[src/rtl/fetch_select.sv]
// rtl/fetch_select.sv - BIOS/process fetch-ownership selector with one-cycle switch bubble
//
// Purpose : selects whether the BIOS ROM or program memory supplies the
//           instruction stream, keeps a separate PC for each owner, and
//           inserts a single bubble cycle whenever ownership changes hands.
//           Ownership only changes at an instruction retirement.
// Ports   : clk, rst             - clock, synchronous active-high reset
//           controll             - 1 = BIOS should execute, 0 = process
//           bios_instruction     - BIOS ROM word at pc
//           mem_instruction      - program memory word at pc
//           pc_next, pc_we       - next PC and retire strobe from the core
//           stall                - freeze all state this cycle
//           pc                   - fetch address to both memories
//           instruction          - registered fetched word (NOP in bubbles)
//           inst_valid           - instruction is a real fetched word
//           done_inst            - one-cycle pulse after each retirement
//           proc_pc              - saved or live process PC
//           switching            - high during a switch bubble cycle
//           switch_count         - completed ownership switches (saturating)
//
// Instruction words are big-endian numbered [0:31]. They are carried here on
// [31:0] vectors: vector bit 31 is the word's bit 0. Values pass through
// unchanged, so only the numbering differs.
module fetch_select #(
    parameter logic [31:0] BIOS_RESET_PC = 32'd0,
    parameter logic [31:0] PROC_RESET_PC = 32'd0,
    parameter logic [31:0] NOP_WORD      = 32'h0000_0000
) (
    input  logic        clk,
    input  logic        rst,
    input  logic        controll,
    input  logic [31:0] bios_instruction,
    input  logic [31:0] mem_instruction,
    input  logic [31:0] pc_next,
    input  logic        pc_we,
    input  logic        stall,
    output logic [31:0] pc,
    output logic [31:0] instruction,
    output logic        inst_valid,
    output logic        done_inst,
    output logic [31:0] proc_pc,
    output logic        switching,
    output logic [15:0] switch_count
);

    typedef enum logic [1:0] {
        S_BIOS    = 2'd0,
        S_TO_PROC = 2'd1,
        S_PROC    = 2'd2,
        S_TO_BIOS = 2'd3
    } state_t;

    state_t      state;
    logic [31:0] bios_pc;
    logic        retire;

    // Retirement needs a real instruction on the bus; pc_we during a bubble
    // (inst_valid=0) is ignored.
    assign retire = pc_we & ~stall & inst_valid;

    // During a bubble the address already points at the incoming owner, so
    // the word captured when the bubble ends belongs to the new owner.
    assign pc = (state == S_BIOS || state == S_TO_BIOS) ? bios_pc : proc_pc;

    always_ff @(posedge clk) begin
        if (rst) begin
            state        <= S_BIOS;
            bios_pc      <= BIOS_RESET_PC;
            proc_pc      <= PROC_RESET_PC;
            instruction  <= NOP_WORD;
            inst_valid   <= 1'b0;
            done_inst    <= 1'b0;
            switching    <= 1'b0;
            switch_count <= 16'd0;
        end else if (stall) begin
            done_inst <= 1'b0;
        end else begin
            done_inst <= retire;
            case (state)
                S_BIOS: begin
                    if (retire) begin
                        bios_pc <= pc_next;
                    end
                    // A controll change without a retirement simply waits
                    // here until the in-flight instruction retires.
                    if (retire && !controll) begin
                        state       <= S_TO_PROC;
                        instruction <= NOP_WORD;
                        inst_valid  <= 1'b0;
                        switching   <= 1'b1;
                    end else begin
                        instruction <= bios_instruction;
                        inst_valid  <= 1'b1;
                    end
                end
                S_PROC: begin
                    if (retire) begin
                        proc_pc <= pc_next;
                    end
                    if (retire && controll) begin
                        state       <= S_TO_BIOS;
                        instruction <= NOP_WORD;
                        inst_valid  <= 1'b0;
                        switching   <= 1'b1;
                    end else begin
                        instruction <= mem_instruction;
                        inst_valid  <= 1'b1;
                    end
                end
                S_TO_PROC: begin
                    state       <= S_PROC;
                    instruction <= mem_instruction;
                    inst_valid  <= 1'b1;
                    switching   <= 1'b0;
                    if (switch_count != 16'hFFFF) begin
                        switch_count <= switch_count + 16'd1;
                    end
                end
                S_TO_BIOS: begin
                    state       <= S_BIOS;
                    instruction <= bios_instruction;
                    inst_valid  <= 1'b1;
                    switching   <= 1'b0;
                    if (switch_count != 16'hFFFF) begin
                        switch_count <= switch_count + 16'd1;
                    end
                end
                default: begin
                    state <= S_BIOS;
                end
            endcase
        end
    end

endmodule

[config.mk]
export PLATFORM = sky130hd
export DESIGN_NAME = fetch_select
export DESIGN_NICKNAME = d
export VERILOG_FILES = /design/src/rtl/fetch_select.sv
export SDC_FILE = /design/constraint.sdc
export NUM_CORES = 1
export LEC_CHECK = 0
export ABC_AREA = 1
export BUFFER_PORTS_ARGS = -buffer_cell sky130_fd_sc_hd__buf_4
export CORE_UTILIZATION = 53
export CTS_CLUSTER_DIAMETER = 60
export DETAILED_ROUTE_END_ITERATION = 8
export GPL_ROUTABILITY_DRIVEN = 1
export GPL_TIMING_DRIVEN = 0
export HOLD_SLACK_MARGIN = 0.1
export PLACE_DENSITY = 0.84
export SLEW_MARGIN = 10
export SYNTH_ARGS = -nofsm -noshare
export SYNTH_HDL_FRONTEND = slang
export SYNTH_SLANG_ARGS = --single-unit
[constraint.sdc]
create_clock -name clk -period 3.5 [get_ports clk]
set_input_delay 0.175 -clock clk [delete_from_list [all_inputs] [get_ports clk]]
set_output_delay 0.175 -clock clk [all_outputs]
set_load 0.03 [all_outputs]
Word-level counts from Yosys, hierarchy flattened
Cells that the tools add are included.

Register bits after elaboration: 117. Logic and storage cells: 42.

Add/sub/neg operators: 1. Equality and inequality tests: 6. Mux-type cells: 13. Bitwise operators: 3. Reduce and logical (&&, ||, !) cells: 11.

Operator list (number): $pmux 32 s4 (1); $mux 32 (3); $add 16x1->16 const B (1); $ne 16x16->1 const B (1); $reduce_and 3->1 (4); $pmux 2 s4 (1); $pmux 1 s3 (2); $eq 2x2->1 const B (2); $mux 1 (4); $mux 2 (2); $reduce_or 2->1 (2); $and 1x1->1 (2); $eq 2x1->1 const B (1); $logic_and 1x1->1 (2); $logic_not 2->1 (1); $ne 2x1->1 const B (1); $ne 2x2->1 const B (1); $logic_not 1->1 (1); $logic_or 1x1->1 (1); $not 1->1 (1).

Depth between registers and ports, before layout
Gate-level depths: netlist of the first run.

Depth in word-level cells: 6. Depth in mapped cells: 10. Depth with buffers taken out: 10.

Worst setup path before layout of the first run
OpenSTA, ideal clock, no wires.

Path kind: reg-to-output. From: register state[0]. To: output pc[23]. Arrival time: 1.784 ns. Required time: 3.325 ns. Slack: 1.541 ns. Cell stages (with the launch flop): 6. Path buffers: 2. Path through: dfxtp_1 > inv_1 > ha_1 > clkbuf_1 > clkbuf_1 > o21ai_0.

Longest elaborated chain between the ends: 3. Elaborated cells between the ends (all ways): 4. Classes of those cells: eq/ne (1); mux (1); reduce/logical (2).

Ends and longest elaborated chain: from (decl) (line 53) `state_t state;`; from (signal assigned) (line 67) `state <= S_BIOS;`; from (signal assigned) (line 87) `state <= S_TO_PROC;`; from (signal assigned) (line 101) `state <= S_TO_BIOS;`; $eq 2x2->1 or $logic_not 2->1 (tied branches) (line 63) `assign pc = (state == S_BIOS || state == S_TO_BIOS) ? bios_pc : proc_pc;`; $logic_or 1x1->1 (*) (line 63); $mux 32 (*) (line 63); to (decl) (line 37) `output logic [31:0] pc,`.

Every way passes the cells marked *; elsewhere a longest branch is shown, timed or not.

Final worst setup path of the first run
From: register state[1]. To: output pc[7].

Same word-level chain as after synthesis.

==> metrics.csv, run 1 <==
metric,value,unit
grt_overflow,0,
rsz0062_at_grt,false,
p_comb_share,16.8,%
worstHoldStart,rst,
power_frac_clock,47.5,%
syn_area_per_cell,6.48,um2
numPortBuffers,215,
ctsResizeCount,0,
gr-usage-all-layers,47.6,%
p_int,0.00283,W
power.leakage,4.41,nW
grt_pass1_vias,8227,
drv_cap,0,
path_cells,inv_1 -> ha_1 -> clkbuf_1 -> clkbuf_1 -> nand2_1 -> o21ai_0 -> buf_4,
place_hpwl,13.0,mm
die_h,106,um
cp.required,3.32,ns
diodes,0,
antenna_found_initial,0,
synth_top_area_share,40.7,%
ff2ff_setup_slack,0.42,ns
synth_area,0.00576,mm2
cts_root_buf,clkbuf_8,
chipWidth,106,um
status,"complete, but fails checks",
area_growth,62.4,%
slew_viol_final,0,
slowest_delay,0.53,ns
tritoncts,built,
num_vias,8421,
grt_first_pass_wirelength,41.7,mm
synth_nets,996,
setup_tns,0,ns
min_to,proc_pc[22],
grt_start_max_net_pins,17,
vdd_ir_drop_max,0.282,mV
cts_buffers,17,
clock-sinks,117,
violations,design-rule violations,
drtIter0Drc,1212,
hold_class,input port to flop,
gp_congestion,0.851,
io_pins,216,
routedWlPerCell,19.2,um
crit_arrival,2.92,ns
synth_cell_types,25,
r2r-end,instruction[30],
whs_path_depth,3,
r2r_cells,9,
slew_headroom,56.0,%
cts.path.max_buffers,2,
synth_top_area_cell,dfxtp_1,
crit_type,flop to output pin,
via_per_inst,6.06,
routed.top_layer,met4,
rows,37,
ant_nets,0,
slowest_stage,clkbuf_1,
cp_common_cell,clkbuf_1,
fill_cells,472,
yosysSeqAreaShare,40.7,%
p_per_area,422,mW/mm2
yosys-top-cells-area,"dfxtp_1, nand2_1, a21oi_1",
clock_skew,0.0157,ns
period_share,88.5,%
core,0.0104,mm2
swShare,28.3,%
timing.rr.start,state[1],
route.detailed.drc,2,
p_seq_share,35.8,%
critPathCaptureType,output pin,
max_freq,323,MHz
ys_ff_latch,117,
total_power,0.00395,W
min_period,3.10,ns
wl_met3,3.46,mm
drive_above_1_share,22.4,%
timing.critical_path.from_type,flop,
clk-insertion-delay-late,0.54,ns
nets,1349,
hold_viol_final,0,
yosys_warnings,0,
wl,26.7,mm
htree_levels,4,
setup_viol_count_final,0,
drtPass1Iterations,9,
start_util,55.3,%
syn_inst,889,
clkSlewWorstSetupHoldPaths,0.06,ns
tightest_slew,0.660,ns
critPathMaxFanout,10,
wl_met2,12.0,mm
switchingPower,0.00112,W
die_area,0.0113,mm2
met1_length,9.10,mm
[kinds of logic after synthesis]
group                    after synthesis  share of synthesized area (%)
flip-flops                           117                           40.7
AND/OR/NAND/NOR                      402                           28.0
buffers and inverters                142                           10.2
XOR/XNOR                               7                           1.06
AO/OA/AOI/OAI                        215                           18.7
adder cells (fa/ha/maj)                6                           1.30
[cells in the mapped netlist, drive strengths merged]
cell type and n:
nand2 315, dfxtp 117, a21oi 111, o21ai 104, inv 83, nand3 51, clkbuf 31, nor2 30
buf 27, ha 6, xnor2 5, nand4 4, nor3 2, xor2 2, clkinv 1
[worst max-delay path by stage]
stage | cells past startpoint | start | endpoint
after floorplan | 5 | state[0] | pc[23]
after global placement | 7 | state[1] | pc[30]
after detailed placement | 7 | state[1] | pc[29]
after CTS | 7 | state[1] | pc[29]
after global routing | 7 | state[0] | pc[0]
final | 7 | state[1] | pc[7]
[critical path: cells and delay by family (launching register included)]
kind,cells,cell delay (ns)
compound gates,1,0.14
fa+ha+maj,1,0.33
buf+inv,4,1.33
flops,1,0.42
simple gates,1,0.16
[metal layers]
metal / vias to the layer above / track usage [%]
met5: - / 0
met4: 0 / 32.7
met3: 267 / 14.9
met2: 882 / 76.1
met1: 3718 / 54.1
li1: 3554 / -
[area by class of cell]
type	count	area (um2)	area share (%)
clock buffer	17	414	4.43
multi-input combinational	630	2830	30.2
inverter	84	315	3.37
sequential	117	2340	25.0
timing repair buffer	334	2810	30.0
clock inverter	14	203	2.17
tap	136	170	1.82
buffer	58	274	2.93
[sequential cells by signal, indices dropped and copies added (netlist names)]
name,flops
bios_pc,32
done_inst,1
inst_valid,1
instruction,32
proc_pc,32
state,2
switch_count,16
switching,1
[power by group through the flow]
| stage | logic (W) | clock network [W] | registers, W |
|---|---|---|---|
| after floorplan | 0.000204 | 0 | 0.00149 |
| after global placement | 0.000489 | 0 | 0.00143 |
| after detailed placement | 0.000494 | 0 | 0.00143 |
| after CTS | 0.000602 | 0.00182 | 0.00140 |
| after global routing | 0.000687 | 0.00192 | 0.00141 |
| final | 0.000661 | 0.00187 | 0.00141 |
[metrics by stage]
stage               worst slack [ns]  instances  hold WS (ns)  area [um2]  util [%]
floorplan                       1.54        889         0.339        5760         -
global placement                1.37       1240         0.434        7540      72.4
detailed placement              1.33       1240         0.440        7540      72.4
CTS                            0.751       1390         0.150        9350      89.8
global route                   0.330       1390         0.236        9350      89.8
finish                         0.403       1390         0.228        9350      89.8
[cells in the final DEF (no fill, tap or decap), types with 5 or more instances in the layout]
cell	synthesis	routed
clkbuf_16	0	16
ha_1	6	6
buf_4	6	221
buf_2	15	15
o21ai_0	100	100
nand3_1	50	50
nor2_1	27	27
inv_1	80	80
nand2_1	311	311
a21oi_1	111	111
xnor2_1	5	5
clkbuf_1	31	31
dfxtp_1	117	117
clkinv_4	0	5
dlygate4sd3_1	0	119
[what timing repair did]
action / CTS / global route
buffers inserted: 0 / 0
endpoints found under the hold margin: 98 / 0
hold buffers: 119 / 0
Note: power is estimated with default switching activity, not from simulation.
==> inputs of run 2 (changes only) <==
==> constraint.sdc (replaced) <==
create_clock -name clk -period 3.5 [get_ports clk]
set_input_delay 0.7 -clock clk [delete_from_list [all_inputs] [get_ports clk]]
set_output_delay 0.7 -clock clk [all_outputs]
set_load 0.03 [all_outputs]
==> run 2 against run 1 <==
  * Critical endpoint is now pc[31]
  * Cell area is 13% lower
  * Total power down 5.5%
  * Sequential power hardly changed
  * The run now ends clean
  * Worst hold slack better by 0.22 ns
  * Sequential cell count unchanged
==> metrics.csv, run 2 (synthesis gave the netlist of run 1 again) <==
metric,value,unit,change
status,completed,,
gp_congestion,0.851,,unchanged
r2r_cells,9,,unchanged
hold_viol_final,0,,unchanged
critPathCaptureType,output pin,,
drv_cap,0,,unchanged
num_vias,6634,,-21%
drtPass1Iterations,6,,-3
tritoncts,built,,
final_common_cell,nand2_1,,
drtIter0Drc,388,,-68%
grt_start_max_net_pins,17,,unchanged
fill_cells,812,,+72%
rsz0062_at_grt,false,,
pre_cts_ws,0.809,ns,-0.525 ns
clock_skew,0.0103,ns,-0.00537 ns
cp_num_cells,7,,unchanged
p_int,0.00274,W,-3.1%
p_seq_share,37.7,%,+1.9 points
gr-usage-all-layers,32.4,%,-15 points
slowest_stage,clkbuf_1,,
vdd_ir_drop_max,0.269,mV,-4.5%
ctsResizeCount,0,,unchanged
rows,37,,unchanged
clk-insertion-delay-late,0.52,ns,-0.02 ns
r2r-end,instruction[28],,
io_pins,216,,unchanged
tightest_slew,0.591,ns,-0.0682 ns
timing.rr.start,state[0],,
start_util,55.3,%,unchanged
routedWlPerCell,14.4,um,-25%
htree_levels,4,,unchanged
path_delay_family,buffers and inverters,,
slew_viol_final,0,,unchanged
timing.critical_path.from_type,flop,,
min_period,3.30,ns,+0.202 ns
via_per_inst,5.22,,-14%
die_area,0.0113,mm2,unchanged
slew_headroom,60.6,%,+4.5 points
nets,1230,,-8.8%
clock-sinks,117,,unchanged
cts_setup_buffers,0,,unchanged
cts_root_buf,clkbuf_8,,
grt_first_pass_wirelength,28.9,mm,-31%
crit_type,flop to output pin,,
route.detailed.drc,0,,-2
crit_start,state[0],,
setup_viol_count_final,0,,unchanged
finalWorstSetupSlack,0.200,ns,-0.202 ns
area_growth,41.7,%,
critPathMaxFanout,10,,unchanged
final_cell_mix,"nand2_1, buf_4, dfxtp_1",,
cts_buffers,17,,unchanged
diodes,0,,unchanged
grt_pass1_vias,6058,,-26%
ctsHoldBuffers,0,,-100%
period_share,94.3,%,+5.8 points
wl,18.3,mm,-31%
core,0.0104,mm2,unchanged
hold_class,flop to flop,,
cp_common_cell,clkbuf_1,,
antenna_found_initial,0,,unchanged
die_h,106,um,unchanged
p_comb_share,13.4,%,-3.4 points
grt_overflow,0,,unchanged
crit_buf_inv,4,,unchanged
chipWidth,106,um,unchanged
switchingPower,0.000989,W,-11%
clkSlewWorstSetupHoldPaths,0.06,ns,about the same
ant_nets,0,,unchanged
ff2ff_setup_slack,1.68,ns,+1.26 ns
reg_top3,"bios_pc: 32 flops, instruction: 32 flops, proc_pc: 32 flops",,
max_freq,303,MHz,-6.1%
path_cells,inv_1 -> ha_1 -> clkbuf_1 -> clkbuf_1 -> nand2_1 -> o21ai_0 -> buf_4,,
cts.path.max_buffers,2,,unchanged
setup_tns,0,ns,unchanged
cp.required,2.80,ns,-0.52 ns
power.leakage,3.81,nW,-14%
swShare,26.5,%,-1.8 points
numPortBuffers,215,,unchanged
slowest_delay,0.47,ns,-0.06 ns
crit_path_end,pc[31],,
place_hpwl,13.0,mm,unchanged
p_per_area,457,mW/mm2,+8.3%
drive_above_1_share,24.8,%,+2.3 points
crit_arrival,2.60,ns,-0.32 ns
power_frac_clock,48.9,%,+1.4 points
-- run 2: final cells by class --
cell class                      instances  area [um2]  share of cell area (%)
Multi-Input combinational cell        630        2830                    34.7
Sequential cell                       117        2340                    28.7
Timing Repair Buffer                  215        1610                    19.8
Clock buffer                           17         414                    5.07
Inverter                               84         315                    3.86
Buffer                                 58         274                    3.36
Clock inverter                         14         203                    2.48
Tap cell                              136         170                    2.08
-- run 2: metal layers --
metal / global-route usage (%) / part of all wire, % / vias up / routed length, um
li1: - / - / 3318 / -
met1: 38.7 / 40 / 2974 / 7360
met2: 54.0 / 48 / 295 / 8790
met3: 9.63 / 9.0 / 47 / 1640
met4: 13.1 / 3.0 / 0 / 544
met5: 0 / 0 / - / 0
-- run 2: worst min path at each step --
stage                            from           to  slack, ns  depth (start not counted)
after floorplan            bios_pc[0]   bios_pc[0]       0.42                          2
after global placement    bios_pc[23]  bios_pc[23]       0.43                          2
after detailed placement  bios_pc[21]  bios_pc[21]       0.44                          2
after CTS                 bios_pc[21]  bios_pc[21]       0.45                          2
after global routing      pc_next[15]  proc_pc[15]       0.47                          3
final                     bios_pc[25]  bios_pc[25]       0.45                          2
-- run 2: power groups by stage --
stage / Sequential (W) / Clock (W) / Combinational [W]
4_1_cts: 0.00140 / 0.00182 / 0.000498
2_1_floorplan: 0.00149 / 0 / 0.000204
5_1_grt: 0.00141 / 0.00189 / 0.000542
3_3_place_gp: 0.00143 / 0 / 0.000489
6_report: 0.00141 / 0.00182 / 0.000500
3_5_place_dp: 0.00143 / 0 / 0.000494
-- run 2: stage by stage --
step	utilization [%]	std cells	power [W]	instance area, um2	hold slack (ns)
floorplan	-	889	0.00169	5760	0.424
detailed placement	72.4	1240	0.00192	7540	0.440
CTS	78.4	1271	0.00372	8160	0.449
global route	78.4	1271	0.00384	8160	0.469
global placement	72.4	1240	0.00192	7540	0.434
finish	78.4	1271	0.00373	8160	0.448
-- run 2: tightest hold or removal path, stage by stage, from the launching register on --
cell and delay (ns):
dfxtp_1 0.29, inv_1 0.05, a21oi_1 0.05
